$ cat config.mk
export PLATFORM = sky130hd
export DESIGN_NAME = pb_press_driver
export DESIGN_NICKNAME = d
export VERILOG_FILES = /design/src/rtl/pb_press_driver.sv
export SDC_FILE = /design/constraint.sdc
export NUM_CORES = 1
export LEC_CHECK = 0
export BUFFER_PORTS_ARGS = -buffer_cell sky130_fd_sc_hd__buf_2
export CORE_AREA = 2 2 39 41
export DETAILED_ROUTE_END_ITERATION = 8
export DIE_AREA = 0 0 41 43
export GPL_TIMING_DRIVEN = 0
export MAX_ROUTING_LAYER = met4
export PLACE_DENSITY = 0.66
export SLEW_MARGIN = 5
export SYNTH_ARGS = -nofsm -noshare
export SYNTH_HDL_FRONTEND = slang
export SYNTH_SLANG_ARGS = --single-unit
$ cat constraint.sdc
create_clock -name clk -period 4.21 [get_ports clk]
set_input_delay 0.421 -clock clk [delete_from_list [all_inputs] [get_ports clk]]
set_output_delay 0.421 -clock clk [all_outputs]
set_load 0.005 [all_outputs]
$ cat src/rtl/pb_press_driver.sv
// Turns one-cycle press requests into active-low button pulses: LOW_CYCLES low, then at least GAP_CYCLES high.
// Requests arriving mid-press queue in a saturating pending counter; overflow drops with a one-cycle pulse.
module pb_press_driver #(
    parameter int LOW_CYCLES  = 4,
    parameter int GAP_CYCLES  = 4,
    parameter int QUEUE_DEPTH = 3
) (
    input  logic                               clk,
    input  logic                               rst_n,
    input  logic                               press,
    output logic                               PB_out,
    output logic                               release_sent,
    output logic                               busy,
    output logic [$clog2(QUEUE_DEPTH+1)-1:0]   pending,
    output logic                               dropped
);
    localparam int PW   = $clog2(QUEUE_DEPTH + 1);
    localparam int MAXC = (LOW_CYCLES > GAP_CYCLES) ? LOW_CYCLES : GAP_CYCLES;
    localparam int CW   = $clog2(MAXC);

    localparam logic [1:0] IDLE = 2'd0;
    localparam logic [1:0] LOW  = 2'd1;
    localparam logic [1:0] GAP  = 2'd2;

    logic [1:0]    state, state_nxt;
    logic [CW-1:0] cnt, cnt_nxt;
    logic [PW-1:0] pending_nxt;
    logic          pb_nxt, rs_nxt, drop_nxt;
    logic          start, take, from_q, full;

    always_comb begin
        start  = (pending != '0) | press;
        take   = start && ((state == IDLE) || ((state == GAP) && (cnt == '0)));
        from_q = take && (pending != '0);
        full   = (pending == PW'(QUEUE_DEPTH));

        // A press that coincides with a take from an empty queue leaves directly and is never counted.
        pending_nxt = pending;
        drop_nxt    = 1'b0;
        if (from_q) begin
            if (!press)
                pending_nxt = pending - PW'(1);
        end else if (press && !take) begin
            if (full)
                drop_nxt = 1'b1;
            else
                pending_nxt = pending + PW'(1);
        end

        state_nxt = state;
        cnt_nxt   = cnt;
        pb_nxt    = PB_out;
        rs_nxt    = 1'b0;
        case (state)
            IDLE: begin
                if (take) begin
                    state_nxt = LOW;
                    pb_nxt    = 1'b0;
                    cnt_nxt   = CW'(LOW_CYCLES - 1);
                end
            end
            LOW: begin
                if (cnt != '0) begin
                    cnt_nxt = cnt - CW'(1);
                end else begin
                    state_nxt = GAP;
                    pb_nxt    = 1'b1;
                    rs_nxt    = 1'b1;
                    cnt_nxt   = CW'(GAP_CYCLES - 1);
                end
            end
            GAP: begin
                if (cnt != '0) begin
                    cnt_nxt = cnt - CW'(1);
                end else if (take) begin
                    state_nxt = LOW;
                    pb_nxt    = 1'b0;
                    cnt_nxt   = CW'(LOW_CYCLES - 1);
                end else begin
                    state_nxt = IDLE;
                end
            end
            default: begin
                state_nxt = IDLE;
                pb_nxt    = 1'b1;
                cnt_nxt   = '0;
            end
        endcase
    end

    always_ff @(posedge clk or negedge rst_n) begin
        if (!rst_n) begin
            state        <= IDLE;
            cnt          <= '0;
            PB_out       <= 1'b1;
            release_sent <= 1'b0;
            busy         <= 1'b0;
            pending      <= '0;
            dropped      <= 1'b0;
        end else begin
            state        <= state_nxt;
            cnt          <= cnt_nxt;
            PB_out       <= pb_nxt;
            release_sent <= rs_nxt;
            busy         <= (state_nxt != IDLE) || (pending_nxt != '0);
            pending      <= pending_nxt;
            dropped      <= drop_nxt;
        end
    end
endmodule

==> flow_summary.toml <==
[yosys]
syn_area_per_cell_um2 = 10.2
synthAdderAreaFrac = 0.104
yosys_warnings = 0
synthTopCellsByArea = "dfrtp_1 (37%), ha_1 (10%), a221oi_4 (4.4%), dfstp_2 (4.4%), inv_1 (3.7%)"
ys_seq_elements = 10
yosys.area_share.xor_xnor = 0.0145
ys_types = 29
synth_top_area_share = 0.373
synth-simple-area-share = 0.143
synth_top_cell_by_area = "dfrtp_1"
syn_inst = 59
synth_top_family_by_area = "compound AO/OA/AOI/OAI gates"
synth-edff-count = 0
async_reset_ff_frac = 1.00
synth_fp_nets = 67
synth_compound_area_frac = 0.216
synth-main-ff-cell = "dfrtp_1"
ys_seq_area_frac = 0.417
synthesis.area_um2 = 603
synthMuxAreaShare = 0.0436

[timing]
max_freq_mhz = 530
period_needed_ps = 1890
fin_crit_sh = 0.449
holdWs_ps = 437
relSlewSlack = 0.756
tightest_slew_ps = 366
rsz0062_at_grt = "no"
final-setup-viol-count = 0
finalHoldViolations = 0
setup_tns_ps = 0
slew_viol_final = 0
skew_ps = 0.316

[pwr]
vdd_drop_max_uv = 299
power.density_nw_per_um2 = 738
leakagePower_uw = 0.000337

[route]
drt_wl_total_mm = 1.10
drc = 0
vias = 453
dr_wl_met2_um = 524
drt-vias-per-instance = 5.15
dr.first_iter.drc_count = 1
detail-route-antenna-nets = 0
first_pass_iters = 2
drt-met1-wl_um = 488
top_layer_used = "met4"
wl_per_cell_um = 12.5
wl_met3_um = 47

[cts]
clk_latency_ps = 270
clockBufferDepth = 2
cts_buffers = 3
cts_resized = 0
cts_num_sinks = 10
cts-root-buf = "clkbuf_4"
post-cts-setup-buffer-count = 0
hold_buffers = 1
clk_pin_slew_ps = 70
cts_max_level = 1
tritoncts = "done"

[floorplanning]
die_w_um = 41
fp-row-count = 14
die_h_um = 43
core_region_area_um2 = 1380
die-area_um2 = 1760
start_util = 0.436
ioPinCount = 9

[placement]
io_buffers = 8
hpwl_um = 800
gp_congestion = 0.714

[global_routing]
grt_overflow = 0
grt_pass1_wl_mm = 1.89
grt_pass1_vias = 429
grt_max_degree = 11
antenna_found_initial = 0
grt.total_usage = 0.173

[setup_path]
worst-endpoint-arrival_ps = 2040
regToRegEndpoint = "busy$_DFF_PN0_"
critical_path_class = "reg2reg"
worst-r2r-cell-count = 8
rr_startpoint = "cnt[0]$_DFF_PN0_"
crit_path_start_kind = "flip-flop"
cp-startpoint = "cnt[0]$_DFF_PN0_"
cp-end-kind = "flip-flop"
rrSetupSlack_ps = 2320
crit_required_ps = 4360
path_max_fanout = 8
crit_path_end = "busy$_DFF_PN0_"

[layout]
final_net_count = 81
antenna_cells = 0
syn2layout_area_growth_pct = 17.6
drive_above_1_share = 0.264

[outcome]
status = "complete, no violations"

[worst_hold_path]
hold_class = "in2reg"

[job]
maxCapViolCount = 0
==> cells by family (layout without fill, tap and decap cells) <==
kind of cell / after synthesis / after routing
adders and majority gates: 5 / 5
and+or+nand+nor: 16 / 16
AOI/OAI and AO/OA: 17 / 17
buffers and inverters: 8 / 21
muxes: 2 / 2
xor gates and xnor gates: 1 / 1
DFF: 10 / 10
==> worst min path at each step <==
stage / start / endpoint / slack, ps / cells past startpoint
2_1_floorplan: rst_n / busy$_DFF_PN0_ / 130 / 0
5_1_grt: press / pending[1]$_DFF_PN0_ / 440 / 2
4_1_cts: press / pending[1]$_DFF_PN0_ / 430 / 2
3_5_place_dp: rst_n / dropped$_DFF_PN0_ / 300 / 1
3_3_place_gp: rst_n / busy$_DFF_PN0_ / 300 / 1
6_report: press / pending[1]$_DFF_PN0_ / 440 / 2
==> cell usage after synthesis (2+ instances only) <==
library cell  count
a21oi_1           4
dfrtp_1           9
ha_1              5
inv_1             6
nand2_1           3
nor2_1            5
nor3_1            2
o21ai_0           4
==> state kept, by name, indices dropped and copies added (netlist names) <==
| signal | count |
|---|---|
| PB_out | 1 |
| busy | 1 |
| cnt | 2 |
| dropped | 1 |
| pending | 2 |
| release_sent | 1 |
| state | 2 |
==> layer usage <==
layer | global-route usage | vias up
met3 | 0.0471 | 5
met5 | - | -
li1 | - | 236
met4 | 0.120 | 0
met2 | 0.259 | 10
met1 | 0.186 | 202
==> report_power, final <==
part / internal, uW / switching [uW]
combinational: 125 / 130
clock: 52.6 / 35.1
sequential: 141 / 40.0
==> cell usage in the layout, fill, tap and decap left out, types with 2 or more instances in the layout <==
master,count
ha_1,5
a21oi_1,4
nand2_1,3
dfrtp_1,9
o21ai_0,4
nor3_1,2
nor2_1,5
buf_2,8
clkbuf_4,3
inv_1,6
==> cell type report <==
class                           instances  area (um2)
Buffer                                  2        15.0
Clock buffer                            4        36.3
Inverter                                6        22.5
Tap cell                               16        20.0
Fill cell                             143         674
Sequential cell                        10         251
Multi-Input combinational cell         41         314
Timing Repair Buffer                    9        50.0
==> stage by stage <==
step           utilization  instances  area [um2]  worst slack [ps]  total power, uW
2_1_floorplan            -         59         603              2460              374
3_3_place_gp         0.479         83         663              2350              430
3_5_place_dp         0.479         83         663              2320              439
4_1_cts              0.513         88         709              2310              532
5_1_grt              0.513         88         709              2120              580
6_report             0.513         88         709              2320              523
==> critical path: stages (launching register included) <==
cell     delay (ps)
dfrtp_1         410
inv_1            70
ha_1            300
nor2b_2          80
buf_6           140
nor3_1          170
xnor2_1         150
o21ai_1          90
or3_1           370
No activity file was read; power rests on OpenSTA's default activity.
